File: src/rtl/rx_pkt_deframer.sv
// rtl/rx_pkt_deframer.sv - sync-framed radio byte stream to 12-bit payload words.
// Optional trailing XOR checksum byte when RX_DEFRAMER_CHECKSUM_EN is defined.
module rx_pkt_deframer #(
   parameter logic [7:0]  SYNC_BYTE     = 8'hA5,
   parameter int          PAYLOAD_BYTES = 120,
   parameter logic [15:0] LINE_WORDS    = 16'h0050,
   parameter logic [15:0] MAX_ADD       = 16'h9600,
   parameter int          TIMEOUT       = 1024
) (
   input  logic        Cclk,
   input  logic        rst,
   input  logic [7:0]  InByte,
   input  logic        InByteValid,
   output logic [15:0] RxAdd,
   output logic        RxAddValid,
   output logic [11:0] RxData,
   output logic        RxValid,
   output logic        PktOk,
   output logic        PktErr
);

`ifdef RX_DEFRAMER_CHECKSUM_EN
   typedef enum logic [2:0] {HUNT, ADDR_HI, ADDR_LO, PAYLOAD, CSUM} state_t;
`else
   typedef enum logic [2:0] {HUNT, ADDR_HI, ADDR_LO, PAYLOAD} state_t;
`endif

   state_t      state_q, state_d;
   logic [7:0]  addr_hi_q, addr_hi_d;
   logic [6:0]  cnt_q, cnt_d;
   logic [1:0]  phase_q, phase_d;
   logic [7:0]  b0_q, b0_d;
   logic [3:0]  nib_q, nib_d;
   logic [9:0]  idle_q, idle_d;
   logic [15:0] rx_add_q, rx_add_d;
   logic        rx_add_valid_q, rx_add_valid_d;
   logic [11:0] rx_data_q, rx_data_d;
   logic        rx_valid_q, rx_valid_d;
   logic        pkt_ok_q, pkt_ok_d;
   logic        pkt_err_q, pkt_err_d;
   logic        ok_pend_q, ok_pend_d;
`ifdef RX_DEFRAMER_CHECKSUM_EN
   logic [7:0]  acc_q, acc_d;
`endif

   logic [15:0] addr_w;
   logic        addr_ok;
   logic        last_byte;
   logic        timeout_hit;

   assign addr_w      = {addr_hi_q, InByte};
   assign addr_ok     = (addr_w < MAX_ADD) && ((addr_w % LINE_WORDS) == 16'd0);
   assign last_byte   = (cnt_q == 7'(PAYLOAD_BYTES - 1));
   assign timeout_hit = (idle_q == 10'(TIMEOUT - 1));

   always_ff @(posedge Cclk) begin
      if (rst) begin
         state_q        <= HUNT;
         addr_hi_q      <= 8'h00;
         cnt_q          <= 7'd0;
         phase_q        <= 2'd0;
         b0_q           <= 8'h00;
         nib_q          <= 4'h0;
         idle_q         <= 10'd0;
         rx_add_q       <= 16'h0000;
         rx_add_valid_q <= 1'b0;
         rx_data_q      <= 12'h000;
         rx_valid_q     <= 1'b0;
         pkt_ok_q       <= 1'b0;
         pkt_err_q      <= 1'b0;
         ok_pend_q      <= 1'b0;
`ifdef RX_DEFRAMER_CHECKSUM_EN
         acc_q          <= 8'h00;
`endif
      end else begin
         state_q        <= state_d;
         addr_hi_q      <= addr_hi_d;
         cnt_q          <= cnt_d;
         phase_q        <= phase_d;
         b0_q           <= b0_d;
         nib_q          <= nib_d;
         idle_q         <= idle_d;
         rx_add_q       <= rx_add_d;
         rx_add_valid_q <= rx_add_valid_d;
         rx_data_q      <= rx_data_d;
         rx_valid_q     <= rx_valid_d;
         pkt_ok_q       <= pkt_ok_d;
         pkt_err_q      <= pkt_err_d;
         ok_pend_q      <= ok_pend_d;
`ifdef RX_DEFRAMER_CHECKSUM_EN
         acc_q          <= acc_d;
`endif
      end
   end

   always_comb begin
      state_d        = state_q;
      addr_hi_d      = addr_hi_q;
      cnt_d          = cnt_q;
      phase_d        = phase_q;
      b0_d           = b0_q;
      nib_d          = nib_q;
      rx_add_d       = rx_add_q;
      rx_add_valid_d = 1'b0;
      rx_data_d      = rx_data_q;
      rx_valid_d     = 1'b0;
      // PktOk trails the final word by one cycle so the two never coincide.
      pkt_ok_d       = ok_pend_q;
      pkt_err_d      = 1'b0;
      ok_pend_d      = 1'b0;
`ifdef RX_DEFRAMER_CHECKSUM_EN
      acc_d          = acc_q;
`endif
      if (InByteValid || (state_q == HUNT)) begin
         idle_d = 10'd0;
      end else begin
         idle_d = idle_q + 10'd1;
      end

      if (InByteValid) begin
         case (state_q)
            HUNT: begin
               if (InByte == SYNC_BYTE) begin
                  state_d = ADDR_HI;
`ifdef RX_DEFRAMER_CHECKSUM_EN
                  acc_d   = 8'h00;
`endif
               end
            end
            ADDR_HI: begin
               addr_hi_d = InByte;
               state_d   = ADDR_LO;
`ifdef RX_DEFRAMER_CHECKSUM_EN
               acc_d     = acc_q ^ InByte;
`endif
            end
            ADDR_LO: begin
`ifdef RX_DEFRAMER_CHECKSUM_EN
               acc_d = acc_q ^ InByte;
`endif
               if (addr_ok) begin
                  rx_add_d       = addr_w;
                  rx_add_valid_d = 1'b1;
                  cnt_d          = 7'd0;
                  phase_d        = 2'd0;
                  state_d        = PAYLOAD;
               end else begin
                  pkt_err_d = 1'b1;
                  state_d   = HUNT;
               end
            end
            PAYLOAD: begin
`ifdef RX_DEFRAMER_CHECKSUM_EN
               acc_d = acc_q ^ InByte;
`endif
               cnt_d = cnt_q + 7'd1;
               case (phase_q)
                  2'd0: begin
                     b0_d    = InByte;
                     phase_d = 2'd1;
                  end
                  2'd1: begin
                     rx_data_d  = {b0_q, InByte[7:4]};
                     rx_valid_d = 1'b1;
                     nib_d      = InByte[3:0];
                     phase_d    = 2'd2;
                  end
                  default: begin
                     rx_data_d  = {nib_q, InByte};
                     rx_valid_d = 1'b1;
                     phase_d    = 2'd0;
                  end
               endcase
               if (last_byte) begin
`ifdef RX_DEFRAMER_CHECKSUM_EN
                  state_d   = CSUM;
`else
                  state_d   = HUNT;
                  ok_pend_d = 1'b1;
`endif
               end
            end
`ifdef RX_DEFRAMER_CHECKSUM_EN
            CSUM: begin
               if (InByte == acc_q) begin
                  pkt_ok_d = 1'b1;
               end else begin
                  pkt_err_d = 1'b1;
               end
               state_d = HUNT;
            end
`endif
            default: state_d = HUNT;
         endcase
      end else if ((state_q != HUNT) && timeout_hit) begin
         // Any partial triplet held in b0_q/nib_q is simply abandoned.
         state_d   = HUNT;
         pkt_err_d = 1'b1;
         idle_d    = 10'd0;
      end
   end

   assign RxAdd      = rx_add_q;
   assign RxAddValid = rx_add_valid_q;
   assign RxData     = rx_data_q;
   assign RxValid    = rx_valid_q;
   assign PktOk      = pkt_ok_q;
   assign PktErr     = pkt_err_q;

endmodule

File: config.mk
export PLATFORM = sky130hd
export DESIGN_NAME = rx_pkt_deframer
export DESIGN_NICKNAME = d
export VERILOG_FILES = /design/src/rtl/rx_pkt_deframer.sv
export SDC_FILE = /design/constraint.sdc
export NUM_CORES = 1
export LEC_CHECK = 0
export ABC_CLOCK_PERIOD_IN_PS = 10900
export CORE_MARGIN = 5
export CORE_UTILIZATION = 50
export CTS_BUF_LIST = sky130_fd_sc_hd__clkbuf_8 sky130_fd_sc_hd__clkbuf_16
export DETAILED_ROUTE_END_ITERATION = 8
export PLACE_DENSITY = 0.69
export SLEW_MARGIN = 20
export SYNTH_ARGS = -nofsm -noshare
export SYNTH_HDL_FRONTEND = slang
export SYNTH_SLANG_ARGS = --single-unit
File: constraint.sdc
create_clock -name Cclk -period 10.9 [get_ports Cclk]
set_clock_uncertainty 0.1 [all_clocks]
set_input_delay 1.635 -clock Cclk [delete_from_list [all_inputs] [get_ports Cclk]]
set_output_delay 1.635 -clock Cclk [all_outputs]
set_load 0.02 [all_outputs]
Word-level counts from Yosys, hierarchy flattened:

Cells that the tools add are included.

* muxes and demuxes: 22
* equal/unequal tests: 10
* reduce and logical (&&, ||, !) cells: 18
* bitwise logic cells: 4
* $lt $le $gt $ge: 1
* $add $sub $neg: 2
* divide/modulo/power cells: 1

Operator list (number)
* 10-bit two-way mux: 3
* 12-bit one-hot mux with 2 select lines: 1
* 3-bit AND reduction: 6
* 16-bit zero test: 1
* 16-bit less-than comparator (second input constant): 1
* 16-bit by 7-bit modulo with 16-bit output (second input constant): 1
* 7-bit one-hot mux with 2 select lines: 1
* 3-bit two-way mux: 4
* 3-bit one-hot mux with 4 select lines: 1
* 10-bit by 1-bit adder with 10-bit output (second input constant): 1
* 10-bit == test (second input constant): 1
* 8-bit == test (second input constant): 1
* 2-bit one-hot mux with 2 select lines: 2
* 7-bit by 1-bit adder with 7-bit output (second input constant): 1
* 7-bit == test (second input constant): 1
* 1-bit two-way mux: 7
* 7-bit two-way mux: 1
* 3-bit by 2-bit == test with 1-bit output (second input constant): 2
* 3-bit OR reduction: 2
* 2-bit two-way mux: 2
* 1-bit NOT: 4
* 2-bit nonzero test: 2
* 3-bit by 1-bit == test with 1-bit output (second input constant): 1
* 3-bit zero test: 1
* 9 further kinds: 10

* bits in registers: 75

Longest topological paths before layout:

Gate-level depths: netlist of run 1.

* depth in word-level cells: 6
* mapped depth: 18
* depth with buffers taken out: 13

Worst setup path before layout of run 1:

OpenSTA, ideal clock, no wires.

* path type: input port to flip-flop
* start: input port InByte[7]
* end: register rx_add_q[7], in the netlist RxAdd[7]
* stages: 11
* setup slack: 7.055 ns
* setup time: 0.128 ns
* path buffers: 3
* required time: 10.672 ns
* arrival: 3.617 ns
* path through: clkbuf_1 -> clkinv_1 -> nand3_1 -> o32ai_1 -> nor4_2 -> mux2i_1 -> and4bb_1 -> buf_6 -> buf_6 -> mux2i_1 -> nor2_1

* cells in the longest elaborated chain, start to end: 4
* elaborated cells between the ends (all ways): 5

Ends and longest elaborated chain
* start: declaration: line 12 `input logic [7:0] InByte,`
* 16-bit by 7-bit modulo with 16-bit output: line 52 `assign addr_ok = (addr_w < MAX_ADD) && ((addr_w % LINE_WORDS) == 16'd0);`
* 16-bit zero test: line 52
* 1-bit logical AND: line 52
* 3-bit AND reduction (no source line)
* end signal: assignment: line 83 `rx_add_q <= rx_add_d;`
* end: declaration: line 35 `logic [15:0] rx_add_q, rx_add_d;`

Several ways; a longest one is shown, not always the timed one.
A chain may end at the register's enable or synchronous reset.

Worst setup path after layout of run 1:

* start: input port InByte[7]
* end: register rx_add_q[4], in the netlist RxAdd[4]

* cells in the longest elaborated chain, start to end: 4
* elaborated cells between the ends (all ways): 5

Ends and longest elaborated chain (line)
* 16-bit by 7-bit modulo with 16-bit output: 52
* 16-bit zero test: 52
* 1-bit logical AND (*): 52
* 3-bit AND reduction (no source line) (*)

Every way passes the cells marked *; elsewhere a longest branch is shown, timed or not.

==> metrics.md, run 1 <==
| Metric | Value |
|---|---|
| Status | `complete, no violations` |
| Syn_nets | `500` |
| Final Hold Viols | `0` |
| Antenna diodes | `0` |
| Root Driver | `clkbuf_8` |
| Initial Util | `51.8%` |
| CTS tree | `yes` |
| DR iter-0 viols | `203` |
| Tcrit/Tclk final | `45.0%` |
| Post-synthesis async set-or-reset flop share | `0%` |
| Worst slew pin tran | `slightly below 900 ps` |
| Syn Area/Cell | `8.26 µm²` |
| Synth area leader | `dfxtp_1` |
| Die width | `99.7 µm` |
| Sw frac | `24.7%` |
| Final TNS setup | `0 ps` |
| Worst vdd ir | `approximately 90 µV` |
| Vias | `3462` |
| Pre-antenna DRT Iters | `4` |
| Worst hold path depth | `1` |
| WP data required | `11000 ps` |
| Fmax | `204 MHz` |
| Drt drc | `0` |
| Initial antenna violation count | `0` |
| Die height | `99.7 µm` |
| Clock network power share | `42.4%` |
| Combinational power share | `roughly 5.3%` |
| Global-route wire length before repair | `around 16000 µm` |
| Post-synth top flop | `dfxtp_1` |
| Core Rows | `32` |
| Vias in the first global route | `between 3k and 4k` |
| Register area share after synthesis | `36.8%` |
| Die ar. | `9940 µm²` |
| FF-to-FF path depth | `13` |
| Hpwl dp | `6280 µm` |
| Flop pwr share | `52.4%` |
| Synth Register Bits | `74` |
| Yosys warns | `0` |
| Worst hold-check path type | `flop to flop` |
| Fin. max-slew vios | `0` |
| Yosys top cell area share | `36.8%` |
| Io pins | `43` |
| Setup CP Type | `primary input to flop` |
| Pwr dens | `about 110 nW/µm²` |
| Max Cap Viol | `0` |
| PortBufs | `42` |
| Crit-path max FO | `18` |
| GP Congestion | `0.857` |
| Cell variety after synth | `69` |
| Final Util | `59.0%` |
| Total global-route track usage | `18.9%` |
| CTS Sinks | `74` |
| Core Area | `7770 µm²` |
| WL final | `approximately 9000 µm` |
| Final min period | `4900 ps` |
| Crit path capture type | `flop` |
| Pleak | `approximately 1.5 nW` |
| H-tree Lvls | `3` |
| Internal power | `approximately 0.00039 W` |
| CTS Buf Count | `9` |
| Hold-fix buffers, CTS | `0` |
| Clk_lat worst skew | `between 300 and 400 ps` |
| ANT nets after route | `0` |
| Critical Path AT | `about 5000 ps` |
| Area grow syn2layout | `13.9%` |
| Setup Viol. Count Final | `0` |
| Post-synth EDFFs | `0` |
| PostCTS Resize Cnt | `0` |
| CTS Buffer Depth | `2` |
| DR WL/cell | `14.8 µm` |
| Largest net degree at the start of global routing | `60` |
| Avg Vias per Cell | `5.68` |
| CP Launch Type | `primary input` |
| Switch Pwr | `0.000128 W` |
| Postcts setup bufs | `0` |
| Slew HR | `41.0%` |
| Leading post-synthesis cells by cell area | `dfxtp_1 (37%), mux2i_1 (8.5%), nor2_1 (6.6%)` |
| Synthesized cell area | `~4000 µm²` |
| RSZ-0062 raised after global routing | `no` |
| Layout net count | `between 500 and 600` |
| Instance count of the mapped netlist | `around 490` |
| Grt total ovfl | `0` |
| Worst-path clk slew | `80 ps` |
| Share of cells above drive strength 1 | `7.69%` |
through the flow:
stage	hold WS, ps	std cells	instance area, µm²	total power [W]	setup WS [ps]
final	344	609	4580	0.000517	6000
after global routing	371	609	4580	0.000541	5620
after CTS	354	609	4580	0.000524	6040
after detailed placement	339	593	4380	0.000304	5670
after global placement	342	593	4380	0.000304	5820
after floorplan	314	487	4020	0.000295	7060
cells by family (layout without fill, tap and decap cells):
family                     Yosys count  after routing  share of synthesized area (%)
adders and majority gates            2              2                          0.622
muxes                               34             34                           8.46
DFF                                 74             74                           36.8
xor gates and xnor gates            16             16                           3.48
buffers and inverters               53             73                           6.38
and+or+nand+nor                    197            197                           24.6
AOI/OAI and AO/OA                  111            111                           19.6
power by group through the flow:
| stage | clock network [W] | registers [W] | logic [W] |
|---|---|---|---|
| after floorplan | 0 | 0.000277 | 0.0000184 |
| after global placement | 0 | 0.000277 | 0.0000267 |
| after detailed placement | 0 | 0.000277 | 0.0000269 |
| after CTS | 0.000226 | 0.000271 | 0.0000271 |
| after global routing | 0.000240 | 0.000271 | 0.0000302 |
| final | 0.000219 | 0.000271 | 0.0000273 |
registers in the layout (all words and copies together), names as in the netlist, 2 cells and up:
register,count
RxAdd,16
phase_q,2
cnt_q,7
RxData,12
state_q,2
nib_q,4
b0_q,8
addr_hi_q,8
idle_q,10
path summary, 6_finish.rpt:
path | from | end | slack, ps
max | InByte[7] | RxAdd[4]$_SDFFE_PP0P_ | 6000
min | ok_pend_q$_SDFF_PP0_ | PktOk$_SDFF_PP0_ | 340
max reg2reg | addr_hi_q[4]$_SDFFE_PP0P_ | RxAdd[4]$_SDFFE_PP0P_ | 6130
min reg2reg | ok_pend_q$_SDFF_PP0_ | PktOk$_SDFF_PP0_ | 340
critical path, cell delays in order:
cell             delay [ps]
clkdlybuf4s50_1         900
clkinv_1                430
nand3_1                 190
o32ai_1                 110
nor4_2                  270
mux2i_1                 330
and4bb_1                810
mux2i_1                 260
nor2_1                   60
final cells by class:
type / count / area, µm²
fillers: 755 / 3190
multi-input cells: 360 / 2280
flip-flops and latches: 74 / 1480
repair buffers: 45 / 438
well taps: 102 / 128
clock buffers: 9 / 124
clock inverters: 7 / 82.6
inverters: 12 / 45.0
synthesized netlist by cell type (9+ instances only):
library cell  count
dfxtp_1          74
nor2_1           71
nand2_1          43
mux2i_1          34
a21oi_1          32
clkbuf_1         21
a211oi_1         14
nand3_1          12
buf_2            10
nor3_1           10
inv_1             9
nor4_1            9
layout by cell type (no fill, tap or decap), drive strengths merged, types with 3 or more instances in the layout:
cell type | synthesis | final
o31ai | 3 | 3
and3 | 8 | 8
clkdlybuf4s50 | 0 | 41
nor3 | 11 | 11
xnor2 | 8 | 8
dfxtp | 74 | 74
a211oi | 16 | 16
xor2 | 8 | 8
o211ai | 6 | 6
nor4 | 10 | 10
o22ai | 3 | 3
nand3 | 12 | 12
a31oi | 4 | 4
inv | 11 | 15
a21oi | 34 | 34
o32ai | 4 | 4
nand4 | 6 | 6
nand2 | 43 | 43
and2 | 7 | 7
or4 | 4 | 4
a21boi | 5 | 5
buf | 20 | 4
nor2b | 4 | 4
o21ai | 15 | 15
or3 | 5 | 5
nor2 | 73 | 73
clkbuf | 21 | 9
mux2i | 34 | 34
layer usage:
layer | global-route usage (%) | share of wire, % | vias to the layer above
li1 | - | - | 1776
met1 | 27.5 | 50 | 1614
met2 | 28.5 | 46 | 63
met3 | 4.00 | 3.8 | 9
met4 | 4.20 | 0.80 | 0
met5 | 0 | 0 | -
Note: power is estimated with default switching activity, not from simulation.
==> run 2, diff against run 1 <==
Settings changed: ABC_CLOCK_PERIOD_IN_PS 10900 to 4800.
Clock period 10.9 ns to 4.8 ns, I/O delays scaled along.
==> run 2 against run 1 <==
Against the previous run:
- sequential power rose by 130%
- sequential share of layout area is 0.26 points lower
- sequential cell count stayed put
- clock-buffer cell count is 2 higher
- hold slack improved by 12 ps
- die area is the same
- via count rose by 2.5%
- critical path depth increased by 4
- clock power grew 130%
- setup slack worse by 5600 ps
- combinational power is 140% higher
- utilization is 0.53 points higher
- critical path type is now flop to flop
==> metrics.md, run 2 (synthesis gave the netlist of run 1 again) <==
| Metric | Value |
|---|---|
| Vias | `3547` |
| Setup Viol. Count Final | `0` |
| Commonest non-fill, non-tap cell in the layout | `dfxtp_1` |
| Commonest non-fill, non-tap cells in the layout | `dfxtp_1 (73), nor2_1 (71), nand2_1 (43)` |
| Tcrit/Tclk final | `91.5%` |
| Initial Util | `51.8%` |
| Antenna diodes | `0` |
| Core Rows | `32` |
| Worst hold start | `ok_pend_q$_SDFF_PP0_` |
| Worst hold-check path type | `flop to flop` |
| Pre-antenna DRT Iters | `4` |
| Worst slew pin tran | `1100 ps` |
| H-tree Lvls | `3` |
| Clk_lat worst skew | `350 ps` |
| Setup CP Type | `flop to flop` |
| Pre-CTS setup slack | `363 ps` |
| Initial antenna violation count | `0` |
| ANT nets after route | `0` |
| Area grow syn2layout | `15.0%` |
| Status | `complete, no violations` |
| Final min period | `~4400 ps` |
| Die height | `99.7 µm` |
| CTS Buf Count | `9` |
| Root Driver | `clkbuf_8` |
| Crit path capture type | `flop` |
| Drt drc | `0` |
| CTS Buffer Depth | `2` |
| Placement Cell Area | `4400 µm²` |
| PortBufs | `42` |
| Max reg flops | `16` |
| CP startpoint | `addr_hi_q[6]$_SDFFE_PP0P_` |
| Worst-path clk slew | `70 ps` |
| CTS Sinks | `74` |
| Io pins | `43` |
| Worst r2r src | `addr_hi_q[6]$_SDFFE_PP0P_` |
| Slew HR | `26.0%` |
| Core Area | `between 7000 and 8000 µm²` |
| Worst setup margin | `about 400 ps` |
| Hpwl dp | `6180 µm` |
| DR WL/cell | `~15 µm` |
| Avg Vias per Cell | `a little under 6` |
| Fmax | `228 MHz` |
| WP data required | `4980 ps` |
| Pwr dens | `254 nW/µm²` |
| Total global-route track usage | `18.9%` |
| Largest net degree at the start of global routing | `60` |
| WL final | `9290 µm` |
| GP Congestion | `0.905` |
| Design area | `4620 µm²` |
| CP Launch Type | `flop` |
| Final TNS setup | `0 ps` |
| Vias in the first global route | `3201` |
| Crit-path max FO | `22` |
| CTS tree | `yes` |
| Layout net count | `around 520` |
| Pleak | `1.55 nW` |
| Max Cap Viol | `0` |
| Fin. max-slew vios | `0` |
| Global-route wire length before repair | `approximately 15000 µm` |
| Die ar. | `9940 µm²` |
| Share of cells above drive strength 1 | `8.61%` |
| Worst vdd ir | `roughly 210 µV` |
| RSZ-0062 raised after global routing | `no` |
| Grt total ovfl | `0` |
| Die width | `99.7 µm` |
| Critical Path AT | `4570 ps` |
| DR iter-0 viols | `roughly 180` |
| Final Hold Viols | `0` |
==> run 2: cell types whose count changed in the layout (fill, tap and decap cells not counted), sizes merged <==
cell      delta
buf          +4
clkbuf       +2
clkinv       +3
clkinvlp     -1
inv          -4
==> run 2: power by group <==
group | leakage [nW] | switching, W | internal [W]
clock network | 0.105 | 0.000230 | 0.000266
logic | 0.844 | 0.0000412 | 0.0000232
registers | 0.596 | 0.00000132 | 0.000614
total | 1.55 | 0.000273 | 0.000903
==> run 2: final timing paths <==
| kind | end | slack (ps) | cells past startpoint |
|---|---|---|---|
| worst max register to register | cnt_q[4]$_SDFFE_PP0P_ | 410 | 13 |
| worst min-delay path | PktOk$_SDFF_PP0_ | 360 | 1 |
| worst min register to register | PktOk$_SDFF_PP0_ | 360 | 1 |
| worst max-delay path | cnt_q[4]$_SDFFE_PP0P_ | 410 | 13 |
==> run 2: what timing repair did <==
action,in CTS,in global routing
endpoints found under the setup margin,0,2
resized for setup,0,1
setup buffers,0,0
hold buffers,0,0
==> run 2: routing by layer <==
metal	GRT usage (%)	vias up	routed length, µm
met5	0	-	0
met4	6.51	0	128
met3	4.35	11	452
met2	28.7	83	4410
met1	26.2	1661	4290
li1	-	1792	-
==> run 2: layout make-up <==
type                            count  area [µm²]
Timing Repair Buffer               49         480
Clock inverter                      5        52.6
Multi-Input combinational cell    360        2280
Sequential cell                    74        1480
Fill cell                         726        3140
Clock buffer                       11         151
Tap cell                          102         128
Inverter                           12        45.0
==> run 2: per-stage QoR <==
step           total power [W]  hold WS (ps)  instances  utilization (%)
3_5_place_dp          0.000691           348        596             56.6
6_report               0.00118           356        613             59.5
3_3_place_gp          0.000691           342        596             56.6
4_1_cts                0.00119           361        612             59.2
2_1_floorplan         0.000670           314        487                -
5_1_grt                0.00122           365        613             59.5
==> run 2: critical path, stage by stage (launching register included) <==
cell       delay [ps]
dfxtp_1           790
nor2_1            230
or4_4             540
a21oi_4           180
a21oi_1           100
o211ai_1          180
a21boi_4          440
mux2i_1           240
o2bb2ai_1         100
nor4_2            190
mux2i_1           320
a21oi_2           230
or4_1             540
a21boi_1          140
==> variant: new RTL, config.mk and constraints of run 2 <==
Build with the macro `RX_DEFRAMER_CHECKSUM_EN` defined.
--- a/src/rtl/rx_pkt_deframer.sv
+++ b/src/rtl/rx_pkt_deframer.sv
@@ -1,4 +1,6 @@
 // rtl/rx_pkt_deframer.sv - sync-framed radio byte stream to 12-bit payload words.
 // Optional trailing XOR checksum byte when RX_DEFRAMER_CHECKSUM_EN is defined.
+`define RX_DEFRAMER_CHECKSUM_EN
+
 module rx_pkt_deframer #(
    parameter logic [7:0]  SYNC_BYTE     = 8'hA5,
Behaviour: same outputs for any inputs over 4 cycles, from zero or initial values and one cycle with rst high; that may be too few to reach the edited logic, so the function may still have changed.
==> variant against run 2 <==
Cell area up 8.7%. Total power up 9.1%. Setup slack got worse by 0.067 ns. Sequential cell count is 8 higher. Critical endpoint is now RxAdd[9]. Synthesized cell count increased by 15%. Count of clock-buffer cells in the layout fell by 1. Routed wire length up 23%. Utilization shrank 1.0 points. Synthesized area up 8.3%.
==> variant: results (changes against run 2) <==
outcome:
  status: "finished, final reports clean"
worst_setup_path:
  cp_max_fo: 13  # -41%
  cp.arrival_ns: 4.63  # +0.06 ns
  cpPeakStageDelay_ns: 0.58  # -0.21 ns
  rrSetupSlack_ns: 0.34  # -0.07 ns
final_layout:
  nNetsFinal: 599  # +15%
  drive_above_1_share: 0.0745  # -0.0117
synthesis:
  synthAdderAreaFrac: 0.00575  # -0.000477
  synthXorXnorAreaFrac: 0.0342  # -0.000662
  yosysSeqAreaShare: 0.377  # +0.00851
  ys_types: 71  # +2.9%
  netlist_top_cells_count: "nor2_1 (87), dfxtp_1 (82), nand2_1 (54)"
  synth_mux_area_frac: 0.0207  # -0.0639
  synth_compound_area_frac: 0.244  # +0.0476
timing:
  max_slew.worst_pin.slew_ns: 0.945  # -0.157 ns
  fin_hold_ws_ns: 0.334  # -0.0221 ns
global_route:
  grt_pass1_vias: 3893  # +22%
  track_usage: 0.227  # +0.0385
  grt_start_max_net_pins: 52  # -13%
place:
  place_hpwl_mm: 7.97  # +29%
  place.gp.congestion: 0.895  # -1.1%
route:
  drtIter0Drc: 404  # +120%
  wire_per_inst_um: 16.3  # +7.7%
power_and_ir_drop:
  power.leakage_nw: 1.72  # +11%
  vdd_drop_max_mv: 0.142  # -33%
clock_tree:
  clkTransAtPathRegs_ns: 0.09  # +0.02 ns
variant: cell count changes after synthesis, moves of 8 or more:
cell,before,now
a21oi_1,32,50
nor2_1,71,87
o21ai_0,7,21
o22ai_1,3,12
inv_1,9,34
mux2i_1,34,9
dfxtp_1,74,82
nand2_1,43,54
variant: layout make-up:
cell class | instances | area [µm²]
multi-input combinational | 407 | 2420
inverter | 34 | 128
clock inverter | 6 | 71.3
clock buffer | 10 | 138
timing repair buffer | 52 | 490
sequential | 82 | 1640
fill | 804 | 3570
tap | 108 | 135
variant: where the power goes:
group	internal [mW]	leakage [nW]	total, mW	switching, mW
sequential	0.680	0.660	0.680	0.000498
clock	0.261	0.105	0.530	0.268
combinational	0.0244	0.957	0.0731	0.0488
variant: worst max-delay path, delay by kind of cell, from the launching register on:
kind,cells,cell delay (ns)
flops,1,0.47
compound gates,6,1.62
simple gates,6,2.18
variant: path summary, 6_finish.rpt:
path | startpoint | end | cells past startpoint
worst max-delay path | addr_hi_q[5] | RxAdd[9] | 12
worst min-delay path | RxAdd[1] | RxAdd[1] | 2
worst max register to register | addr_hi_q[5] | RxAdd[9] | 12
worst min register to register | RxAdd[1] | RxAdd[1] | 2
variant: layer usage:
metal	share of wire	wire (µm)	global-route usage
met1	0.46	5290	0.310
met2	0.46	5240	0.361
met3	0.062	711	0.0523
met4	0.015	170	0.0647
met5	0	0	0
variant: cells by family after synthesis:
kind of cell / Yosys count
XOR/XNOR: 17
flip-flops: 82
AND/OR/NAND/NOR: 224
adder cells (fa/ha/maj): 2
AO/OA/AOI/OAI: 155
buffers and inverters: 72
multiplexers: 9
variant: repair_timing:
action                                  4_1_cts  5_1_grt
endpoints found under the setup margin        0        5
hold buffers                                  0        0
gates resized for setup                       0        1
variant: metrics by stage:
stage | power, mW | std cells | area (µm²) | setup WS, ns | util
floorplan | 0.740 | 561 | 4360 | 0.989 | -
global placement | 0.767 | 683 | 4820 | 0.450 | 0.561
detailed placement | 0.767 | 683 | 4820 | 0.429 | 0.561
CTS | 1.30 | 699 | 5030 | 0.395 | 0.585
global route | 1.34 | 699 | 5030 | 0.0336 | 0.585
finish | 1.28 | 699 | 5030 | 0.341 | 0.585
